===== src/rtl/dmem_arbiter.sv =====
// dmem_arbiter: shares one data memory between the CPU MEM stage and a DMA port.
// Round-robin ownership with a per-owner burst limit; build with
// DMEM_ARB_CPU_PRIO_EN to make the CPU win all ties and never be preempted.
//
// Ports:
//   clk, reset           clock, synchronous active-high reset
//   cpu_req/we/addr/wd   CPU request + payload (held until accepted)
//   cpu_gnt, cpu_rd      CPU owns memory this cycle, read data
//   cpu_stall            cpu_req & ~cpu_gnt, for pipeline enables
//   dma_req/we/addr/wd   DMA request + payload
//   dma_gnt, dma_rd      DMA owns memory this cycle, read data
//   mem_we/a/wd, mem_rd  data memory side (combinational read)

module dmem_arbiter #(
  parameter int BURST_MAX = 4
) (
  input  logic        clk,
  input  logic        reset,
  input  logic        cpu_req,
  input  logic [1:0]  cpu_we,
  input  logic [31:0] cpu_addr,
  input  logic [31:0] cpu_wd,
  output logic        cpu_gnt,
  output logic [31:0] cpu_rd,
  output logic        cpu_stall,
  input  logic        dma_req,
  input  logic [1:0]  dma_we,
  input  logic [31:0] dma_addr,
  input  logic [31:0] dma_wd,
  output logic        dma_gnt,
  output logic [31:0] dma_rd,
  output logic [1:0]  mem_we,
  output logic [31:0] mem_a,
  output logic [31:0] mem_wd,
  input  logic [31:0] mem_rd
);

  localparam int CW = $clog2(BURST_MAX + 1);
  localparam logic [CW-1:0] CMAX = CW'(BURST_MAX);
  localparam logic [CW-1:0] CLIM = CW'(BURST_MAX - 1);

  typedef enum logic [1:0] {
    IDLE,
    OWN_CPU,
    OWN_DMA
  } state_t;

  state_t        state;
  state_t        nxt;
  logic [CW-1:0] cnt;
  logic          last;     // 1: DMA was the last owner
  logic          cpu_xfer;
  logic          dma_xfer;
  logic          at_limit;
  logic          cpu_tie;
  logic          cpu_lim;
  logic          dma_lim;

  assign cpu_xfer  = cpu_gnt & cpu_req;
  assign dma_xfer  = dma_gnt & dma_req;
  assign cpu_stall = cpu_req & ~cpu_gnt;
  assign cpu_rd    = mem_rd;
  assign dma_rd    = mem_rd;

  // Switch on the edge that completes the BURST_MAX-th transfer;
  // a saturated count switches as soon as the other side asks.
  assign at_limit = (cnt >= CLIM);

`ifdef DMEM_ARB_CPU_PRIO_EN
  assign cpu_tie = 1'b1;
  assign cpu_lim = 1'b0;
`else
  assign cpu_tie = last;
  assign cpu_lim = at_limit;
`endif
  assign dma_lim = at_limit;

  always_comb begin
    nxt = state;
    unique case (state)
      IDLE: begin
        if (cpu_req && dma_req)
          nxt = cpu_tie ? OWN_CPU : OWN_DMA;
        else if (cpu_req)
          nxt = OWN_CPU;
        else if (dma_req)
          nxt = OWN_DMA;
      end
      OWN_CPU: begin
        if (!cpu_req)
          nxt = dma_req ? OWN_DMA : IDLE;
        else if (dma_req && cpu_lim)
          nxt = OWN_DMA;
      end
      OWN_DMA: begin
        if (!dma_req)
          nxt = cpu_req ? OWN_CPU : IDLE;
        else if (cpu_req && dma_lim)
          nxt = OWN_CPU;
      end
      default: nxt = IDLE;
    endcase
  end

  always_ff @(posedge clk) begin
    if (reset) begin
      state   <= IDLE;
      cnt     <= '0;
      last    <= 1'b1;
      cpu_gnt <= 1'b0;
      dma_gnt <= 1'b0;
    end else begin
      state   <= nxt;
      cpu_gnt <= (nxt == OWN_CPU);
      dma_gnt <= (nxt == OWN_DMA);
      if (nxt != state)
        cnt <= '0;
      else if ((cpu_xfer || dma_xfer) && cnt != CMAX)
        cnt <= cnt + CW'(1);
      if (nxt != state && nxt == OWN_CPU)
        last <= 1'b0;
      if (nxt != state && nxt == OWN_DMA)
        last <= 1'b1;
    end
  end

  // Owner's payload is always presented; only a live
  // request may write.
  always_comb begin
    mem_we = 2'b00;
    mem_a  = '0;
    mem_wd = '0;
    unique case (1'b1)
      cpu_gnt: begin
        mem_a  = cpu_addr;
        mem_wd = cpu_wd;
        mem_we = cpu_req ? cpu_we : 2'b00;
      end
      dma_gnt: begin
        mem_a  = dma_addr;
        mem_wd = dma_wd;
        mem_we = dma_req ? dma_we : 2'b00;
      end
      default: ;
    endcase
  end

endmodule


===== config.mk =====
export PLATFORM = sky130hd
export DESIGN_NAME = dmem_arbiter
export DESIGN_NICKNAME = d
export VERILOG_FILES = /design/src/rtl/dmem_arbiter.sv
export SDC_FILE = /design/constraint.sdc
export NUM_CORES = 1
export LEC_CHECK = 0
export BUFFER_PORTS_ARGS = -buffer_cell sky130_fd_sc_hd__buf_2
export CORE_AREA = 2 2 116 118
export DETAILED_ROUTE_END_ITERATION = 8
export DIE_AREA = 0 0 118 120
export PLACE_DENSITY = 0.43
export SLEW_MARGIN = 30
export SYNTH_ARGS = -nofsm -noshare
export SYNTH_HDL_FRONTEND = slang
export SYNTH_SLANG_ARGS = --single-unit

===== constraint.sdc =====
create_clock -name clk -period 3.25 [get_ports clk]
set_clock_uncertainty 0.05 [all_clocks]
set_input_delay 0.1625 -clock clk [delete_from_list [all_inputs] [get_ports clk]]
set_output_delay 0.1625 -clock clk [all_outputs]
set_load 0.03 [all_outputs]

# Word level (Yosys, flattened, before mapping)

Cells that the tools add are included.
W data, S select, Z words.

Add/subtract/negate cells: 1
Reduce and logical (&&, ||, !) cells: 10
Eq/ne operators: 6
$lt $le $gt $ge: 1
Bitwise operators: 4
Shifts and indexed selects: 0
Divide/modulo/power cells: 0
Muxes and demuxes: 16
Multiply operators: 0

Operator list:

| cell                  | number |
|---|---|
| $pmux W32 S2          | 2 |
| $mux W2               | 11 |
| $logic_and A1 B1 Y1   | 6 |
| $pmux W2 S3           | 1 |
| $eq A2 B1 Y1 const B  | 2 |
| $eq A2 B2 Y1 const B  | 2 |
| $pmux W2 S2           | 1 |
| $reduce_or A2 Y1      | 2 |
| $add A3 B1 Y3 const B | 1 |
| $and A1 B1 Y1         | 3 |
| $ge A3 B2 Y1 const B  | 1 |
| $ne A3 B3 Y1 const B  | 1 |
| $logic_not A2 Y1      | 1 |
| $ne A2 B2 Y1          | 1 |
| $logic_or A1 B1 Y1    | 1 |
| $mux W1               | 1 |
| $not A1 Y1            | 1 |

Bits in latches: 0
Output and inout bits: 133
Memory bits (writable): 0
Memories: 0
Logic and storage cells: 43
Register bits after elaboration: 8
Bits in read-only memories: 0

# Depth between registers and ports, before layout

Gate-level depths: netlist (run 1).

Depth in word-level cells: 8
Depth in mapped cells: 5

# Least setup slack after synthesis (run 1)

OpenSTA, ideal clock, no wires.

Path kind: flip-flop to output port
Start: reg dma_gnt
End: out mem_a[0]
Data required time: 3.037 ns
Setup slack: 1.541 ns
Path buffers: 2
Arrival time: 1.496 ns
Cell stages (with the launch flop): 4
Cell sequence: dfxtp_1 -> clkbuf_1 -> buf_1 -> a22o_1

Longest elaborated chain between the ends: 1

RTL lines:

| element                | line | source |
|---|---|---|
| start, declared        | 30   | `output logic dma_gnt,` |
| start signal, assigned | 115  | `dma_gnt <= (nxt == OWN_DMA);` |
| $pmux W32 S2           | 133  | `unique case (1'b1)` |
| end, declared          | 33   | `output logic [31:0] mem_a,` |

Every way passes these cells.

# Final worst setup path (run 1)

Start: reg cpu_gnt
End: out mem_a[29]

Longest elaborated chain between the ends: 1

RTL lines:

| element                | line | source |
|---|---|---|
| start, declared        | 23   | `output logic cpu_gnt,` |
| start signal, assigned | 114  | `cpu_gnt <= (nxt == OWN_CPU);` |
| $pmux W32 S2           | 133  |  |

Every way passes these cells.

==> reports/qor.yml, run 1 <==
clock_tree:
  clk_pin_slew_worst_paths_ps: 40
  cts_tree: "built"
  cts_resized: 0
  cts_buffers: 3
  root_buffer: "clkbuf_16"
  hold_buffers: 0
  clk_latency_ps: 230
  cts_max_level: 1
  cts_sinks: 8
  postCtsSetupBuffers: 0
  ctsLongestPathBuffers: 2
logic_synthesis:
  netlist_top_cells_area: "a22o_1 (35%), buf_4 (30%), dfxtp_1 (9.9%)"
  synth_area_sq_um: 1620
  ys_ff_latch: 8
  ys_seq_area_frac: 0.0990
  avgSynthCellArea_sq_um: 8.01
  synth.distinct_cells: 29
  syn_nets: 373
  ys_warn_count: 0
  synth_top_area_frac: 0.352
  synthCells: 202
  yosysTopAreaCell: "a22o_1"
global_routing:
  antenna_found_initial: 1
  grt_overflow: 0
  grt_pass1_vias: 1896
  grt_usage: 0.101
  grt_max_degree: 38
  grt_pass1_wl_microns: 11200
final_layout:
  syn2layout_area_growth_pct: 48.6
  finalNetCount: 503
  final_common_cell: "buf_2"
  layout-drive-gt1-share: 0.648
  antenna_cells: 0
  stdcell_area_sq_um: 2400
  final_cell_mix: "buf_2 (204), a22o_1 (65), inv_1 (6), dfxtp_1 (6)"
  final_core_util: 0.185
critical_path:
  path_class: "reg -> out"
  cp.required_ps: 3040
  crit_chain: "buf_4, a22o_1, buf_2"
  end_kind: "output port"
  critPathMaxFanout: 36
  critical_path_buf_inv_count: 2
  arrival_ps: 1900
  crit_path_max_incr_delay_ps: 750
  cp-start-kind: "flop"
  critPathSlowestCell: "dfxtp_2"
  critPathTopFamily: "flip-flops"
sta:
  fin_crit_sh: 0.650
  timing.slew.headroom: 0.547
  rsz0062_at_grt: "false"
  setup-tns-final_ps: 0
  max_freq_ghz: 0.473
  worst_pin_slew_ps: 679
  final_max_slew_viol_count: 0
  finalSetupViolations: 0
  finalHoldViolCount: 0
  fin_crit_ps: 2110
status:
  outcome: "completed"
die:
  die_width_microns: 118
  die_area_sq_um: 14200
  start_util: 0.125
  core_sq_um: 13000
  row_count: 42
  dieHeight_microns: 120
  ios: 301
placed_design:
  numPortBuffers: 204
  place_hpwl_microns: 6660
  gp_congestion: 0.829
  postPlaceCellArea_sq_um: 2330
drt:
  final_antenna_net_count: 0
  drt_iter0_drc: 95
  routed_wl_microns: 8040
  wire_per_inst_microns: 15.9
  dr.pass1.iters: 5
  viasPerCell: 4.05
  drc: 0
  num_vias: 2049
hold_path:
  hp-class: "in -> reg"
pwr:
  powerDensity_nw_per_um2: 310
  p_leak_uw: 0.00136
  max-vdd-ir-drop_v: 0.000205
  power_uw: 744
run:
  drv_cap: 0
## metrics by stage
stage	hold slack [ps]	std cells	worst slack (ps)
after floorplan	226	202	1540
after global placement	275	503	1400
after detailed placement	275	503	1340
after CTS	118	506	1140
after global routing	146	506	1040
final	120	506	1140
## final cells by class
cell class / instances / area (sq um)
Timing Repair Buffer: 206 / 1040
Tap cell: 176 / 220
Clock buffer: 3 / 75.1
Sequential cell: 8 / 163
Inverter: 6 / 22.5
Multi-Input combinational cell: 107 / 887
Fill cell: 1461 / 10600
## cells by family (layout without fill, tap and decap cells)
kind of cell             Yosys count  after routing  share of synthesized area
flip-flops                         8              8                     0.0990
AO/OA/AOI/OAI                     88             88                      0.463
multiplexers                       2              2                     0.0162
buffers and inverters             87            215                      0.353
AND/OR/NAND/NOR                   14             14                     0.0456
adder cells (fa/ha/maj)            3              3                     0.0232
## flip-flops by register name (all words and copies together), names as in the netlist
register  cells
cnt           3
cpu_tie       1
dma_gnt       1
cpu_gnt       1
state         2
## synthesized netlist by cell type, drive strengths merged
cell type / count
buf: 73
a22o: 65
clkbuf: 8
dfxtp: 8
inv: 6
a221oi: 5
a21oi: 4
o21ai: 4
ha: 3
nand2: 3
nor2: 3
a32o: 2
and2: 2
mux2: 2
nand2b: 2
nor2b: 2
o221ai: 2
a2111o: 1
a211o: 1
a211oi: 1
a22oi: 1
a311oi: 1
nand3b: 1
o311ai: 1
or3: 1
## where the power goes
| part | internal (uW) | leakage [uW] | switching [uW] |
|---|---|---|---|
| registers | 104 | 0.0000663 | 21.8 |
| logic | 159 | 0.00125 | 250 |
| clock network | 159 | 0.0000370 | 50.4 |
## path summary, 6_finish.rpt
kind | start | slack, ps | depth (start not counted) | end
max reg2reg | dma_gnt$_SDFF_PP0_ | 1350 | 4 | cnt[1]$_SDFFE_PP0P_
max | cpu_gnt$_SDFF_PP0_ | 1140 | 3 | mem_a[29]
min reg2reg | cnt[2]$_SDFFE_PP0P_ | 500 | 2 | cnt[2]$_SDFFE_PP0P_
min | reset | 120 | 3 | cpu_tie$_SDFFE_PP1P_
## worst min-delay path: cells and delay by family
family	cells	cell delay [ps]
buffers and inverters	2	140
AOI/OAI and AO/OA	1	60
## metal layers
metal	vias to the layer above	track usage	share of wire
met2	122	0.170	0.47
li1	963	-	-
met1	954	0.119	0.40
met3	8	0.0452	0.11
met4	2	0.0203	0.0090
met5	-	0	0.0016
No activity file was read; power rests on OpenSTA's default activity.
==> inputs of run 2 (changes only) <==
Settings changed: CORE_AREA 2 2 116 118 to 2 2 117 119, DIE_AREA 0 0 118 120 to 0 0 119 121, PLACE_DENSITY 0.43 to 0.44.
Clock period 3.25 ns to 1.9 ns, I/O delays scaled along.
==> run 2 against run 1 <==
Largest cell class unchanged. Wire length decreased by 14%. Sequential cell count unchanged. Clock-buffer cell count unchanged. Final cell count increased by 0.40%. Critical endpoint is now dma_gnt$_SDFF_PP0_. Setup slack got worse by 1100 ps. Power increased by 70%. First-iteration DRC count decreased by 57%.
==> reports/qor.yml, run 2 (synthesis gave the netlist of run 1 again) <==
final_layout:
  stdcell_area_sq_um: 2440
  layout-drive-gt1-share: 0.660
  finalNetCount: 505
  largest-register: "cnt"
  final_core_util: 0.187
  fin_cells: 508
  largest_reg_flops: 3
  final_common_cell: "buf_2"
  syn2layout_area_growth_pct: 51.0
  antenna_cells: 0
  fillCellCount: 1514
  reg_top3: "cnt x3, state x2"
  final_cell_mix: "buf_2 (204), a22o_1 (65), inv_1 (6)"
drt:
  final_antenna_net_count: 0
  dr.pass1.iters: 4
  wl_met1_microns: 2540
  routed_wl_microns: 6950
  wire_per_inst_microns: 13.7
  wl_met3_microns: 629
  drc: 0
  num_vias: 2049
  route.met2.wl_microns: 3590
  drt_iter0_drc: 41
  viasPerCell: 4.03
  top_layer: "met4"
critical_path:
  worst_r2r_path_depth: 5
  critPathMaxFanout: 5
  arrival_ps: 1910
  cp.required_ps: 1980
  cp-start-kind: "flop"
  path_class: "reg -> reg"
  end_kind: "flop"
global_routing:
  antenna_found_initial: 0
  grt_pass1_wl_microns: 9630
  grt_usage: 0.0825
  grt_overflow: 0
  grt_max_degree: 44
  grt_pass1_vias: 1929
clock_tree:
  cts_buffers: 3
  hold_buffers: 0
  ctsLongestPathBuffers: 2
  clk_latency_ps: 240
  cts_tree: "built"
  clk_pin_slew_worst_paths_ps: 40
  cts_max_level: 1
  cts_sinks: 8
  root_buffer: "clkbuf_16"
  postCtsSetupBuffers: 0
hold_path:
  hp-class: "in -> reg"
  whs_path_depth: 3
placed_design:
  dp.cells: 505
  gp_congestion: 0.765
  place_hpwl_microns: 5880
  numPortBuffers: 204
  postPlaceCellArea_sq_um: 2360
sta:
  fin_crit_ps: 1830
  final_max_slew_viol_count: 0
  finalHoldViolCount: 0
  timing.slew.headroom: 0.611
  max_freq_ghz: 0.546
  worst_pin_slew_ps: 576
  finalSetupViolations: 0
  fin_crit_sh: 0.965
die:
  row_count: 42
  ios: 301
  dieHeight_microns: 121
  die_area_sq_um: 14400
  start_util: 0.124
  core_sq_um: 13100
  die_width_microns: 119
pwr:
  max-vdd-ir-drop_v: 0.000395
  p_leak_uw: 0.00138
  powerDensity_nw_per_um2: 517
status:
  outcome: "completed"
run:
  drv_cap: 0
run 2: changes by cell type in the layout (fill, tap and decap cells not counted), sizes merged:
cell  before  now
buf      206  208
run 2: stage by stage:
step | power [uW] | worst slack (ps) | hold WS, ps | TNS (ps)
floorplan | 871 | 212 | 159 | 0
global placement | 900 | 110 | 140 | 0
detailed placement | 904 | 71.3 | 140 | 0
global route | 1320 | -10.3 | 71.6 | -10.3
CTS | 1270 | 50.3 | 33.9 | 0
finish | 1260 | 67.1 | 35.2 | 0
run 2: worst paths after layout:
| kind | end | start | slack (ps) |
|---|---|---|---|
| setup / recovery | dma_gnt$_SDFF_PP0_ | cnt[1]$_SDFFE_PP0P_ | 70 |
| hold / removal | cpu_tie$_SDFFE_PP1P_ | reset | 40 |
| setup reg to reg | dma_gnt$_SDFF_PP0_ | cnt[1]$_SDFFE_PP0P_ | 70 |
| hold reg to reg | cnt[0]$_SDFFE_PP0P_ | cnt[0]$_SDFFE_PP0P_ | 520 |
run 2: layout make-up:
class,instances,area (sq um),share of cell area
Sequential cell,8,164,0.0671
Inverter,6,22.5,0.00922
Timing Repair Buffer,208,1060,0.435
Multi-Input combinational cell,107,898,0.368
Clock buffer,3,75.1,0.0307
Tap cell,176,220,0.0901
run 2: power breakdown:
part	internal (uW)	switching [uW]	leakage [uW]
registers	178	12.7	0.0000668
clock network	272	89.7	0.0000370
logic	279	432	0.00127
run 2: critical path: stages, from the launching register on:
cell and delay [ps]:
dfxtp_1 350, ha_1 200, ha_1 210, a211o_1 310
mux2_4 320, a221oi_1 290
run 2: per-layer routing:
layer,global-route usage,vias up
li1,-,969
met1,0.0891,928
met2,0.153,125
met3,0.0226,27
met4,0.0305,0
met5,0,-
run 2: timing repair:
action	in CTS	in global routing
endpoints found under the setup margin	0	5
endpoints found under the hold margin	0	0
resized for setup	0	3
==> inputs of run 3 (changes only) <==
Settings changed: BUFFER_PORTS_ARGS -buffer_cell sky130_fd_sc_hd__buf_2 to -buffer_cell sky130_fd_sc_hd__buf_4.
==> run 3 against run 2 <==
Register-to-register slack improved by 50 ps. Critical path depth did not move. Maximum frequency rose by 2.8%. Final area rose by 21%. Sequential cell count did not move. Critical path type unchanged. Largest cell class unchanged.
==> reports/qor.yml, run 3 (synthesis gave the netlist of run 1 again) <==
placed_design:
  post-place-ws_ps: 43.2
  gp_congestion: 0.814
  dp.cells: 505
  numPortBuffers: 204
  place_hpwl_microns: 6370
sta:
  layout_setup_ws_ps: 116
  fin_crit_sh: 0.939
  max_freq_ghz: 0.561
  finalHoldViolCount: 0
  finalSetupViolations: 0
  rsz0062_at_grt: "false"
  fin_crit_ps: 1780
  timing.slew.headroom: 0.621
  setup-tns-final_ps: 0
  final_max_slew_viol_count: 0
  worst_pin_slew_ps: 562
critical_path:
  critPathMaxFanout: 6
  critPathTopFamily: "compound AO/OA/AOI/OAI gates"
  cp.required_ps: 2000
  arrival_ps: 1880
  critPathSlowestCell: "dfxtp_2"
  crit_chain: "ha_1, ha_1, a211o_1, mux2_4, a221oi_2"
  cp-start-kind: "flop"
  path_class: "reg -> reg"
  critical_path_buf_inv_count: 0
  crit_top_cell: "ha_1"
  crit_path_max_incr_delay_ps: 340
  end_kind: "flop"
run:
  drv_cap: 0
clock_tree:
  clk_pin_slew_worst_paths_ps: 40
  clk_latency_ps: 240
  root_buffer: "clkbuf_16"
  hold_buffers: 0
  cts_max_level: 1
  cts_buffers: 3
  ctsLongestPathBuffers: 2
  cts_tree: "built"
  cts_sinks: 8
final_layout:
  reg_top3: "cnt x3, state x2"
  final_common_cell: "buf_4"
  finalNetCount: 505
  final_core_util: 0.226
  syn2layout_area_growth_pct: 83.0
  layout-drive-gt1-share: 0.663
  final_cell_mix: "buf_4 (207), a22o_1 (65), inv_1 (6)"
  largest-register: "cnt"
  fin_cells: 508
  largest_reg_flops: 3
  antenna_cells: 0
hold_path:
  hp-class: "in -> reg"
die:
  core_sq_um: 13100
  ios: 301
  start_util: 0.124
  dieHeight_microns: 121
  row_count: 42
  die_area_sq_um: 14400
  die_width_microns: 119
global_routing:
  antenna_found_initial: 0
  grt_pass1_vias: 2130
  grt_overflow: 0
  grt_pass1_wl_microns: 11000
  grt_usage: 0.0932
  grt_max_degree: 42
drt:
  wire_per_inst_microns: 14.9
  dr.pass1.iters: 4
  routed_wl_microns: 7590
  final_antenna_net_count: 0
  num_vias: 2065
  drt_iter0_drc: 46
  viasPerCell: 4.06
  drc: 0
pwr:
  powerDensity_nw_per_um2: 479
  max-vdd-ir-drop_v: 0.000229
  power_uw: 1420
  p_leak_uw: 0.00151
status:
  outcome: "completed"
==> run 3: cell counts in the layout (fill, tap and decap cells not counted) <==
No cell type changed its count.
==> run 3: repair_timing <==
| action | CTS | global route |
|---|---|---|
| endpoints found under the setup margin | 1 | 2 |
| gates resized for setup | 1 | 3 |
| endpoints found under the hold margin | 0 | 0 |
| cloned | 0 | 0 |
| buffers inserted | 0 | 0 |
==> run 3: routing by layer <==
| layer | up-vias | wire length, microns | track usage |
|---|---|---|---|
| met2 | 130 | 4050 | 0.180 |
| li1 | 966 | - | - |
| met3 | 27 | 613 | 0.0226 |
| met1 | 942 | 2760 | 0.0985 |
| met4 | 0 | 174 | 0.0305 |
| met5 | - | 0 | 0 |
==> run 3: power breakdown <==
| group | switching, uW | internal, uW | total (uW) | leakage (uW) |
|---|---|---|---|---|
| Clock | 90.5 | 272 | 363 | 0.0000370 |
| Sequential | 17.4 | 178 | 196 | 0.0000668 |
| Combinational | 441 | 419 | 860 | 0.00141 |
==> run 3: stage by stage <==
step           instance area (sq um)  hold WS (ps)
2_1_floorplan                   1620           159
3_3_place_gp                    2870           140
3_5_place_dp                    2870           140
4_1_cts                         2950          37.6
5_1_grt                         2960          61.4
6_report                        2960          33.0
==> run 3: worst min-delay path: stages <==
cell and delay [ps]:
buf_4 90, inv_1 40, o221ai_1 60
==> run 3: area by class of cell <==
| cell class | count | area, sq um |
|---|---|---|
| fill | 1439 | 10100 |
| timing repair buffer | 208 | 1570 |
| multi-input combinational | 107 | 905 |
| inverter | 6 | 22.5 |
| clock buffer | 3 | 75.1 |
| sequential | 8 | 164 |
| tap | 176 | 220 |
==> run 3: path summary, 6_finish.rpt <==
| path | end | depth (start not counted) | startpoint | slack [ps] |
|---|---|---|---|---|
| setup / recovery | state[1]$_SDFF_PP0_ | 5 | cnt[0]$_SDFFE_PP0P_ | 120 |
| hold / removal | cpu_tie$_SDFFE_PP1P_ | 3 | reset | 30 |
| hold reg to reg | cnt[0]$_SDFFE_PP0P_ | 2 | cnt[0]$_SDFFE_PP0P_ | 500 |
| setup reg to reg | state[1]$_SDFF_PP0_ | 5 | cnt[0]$_SDFFE_PP0P_ | 120 |
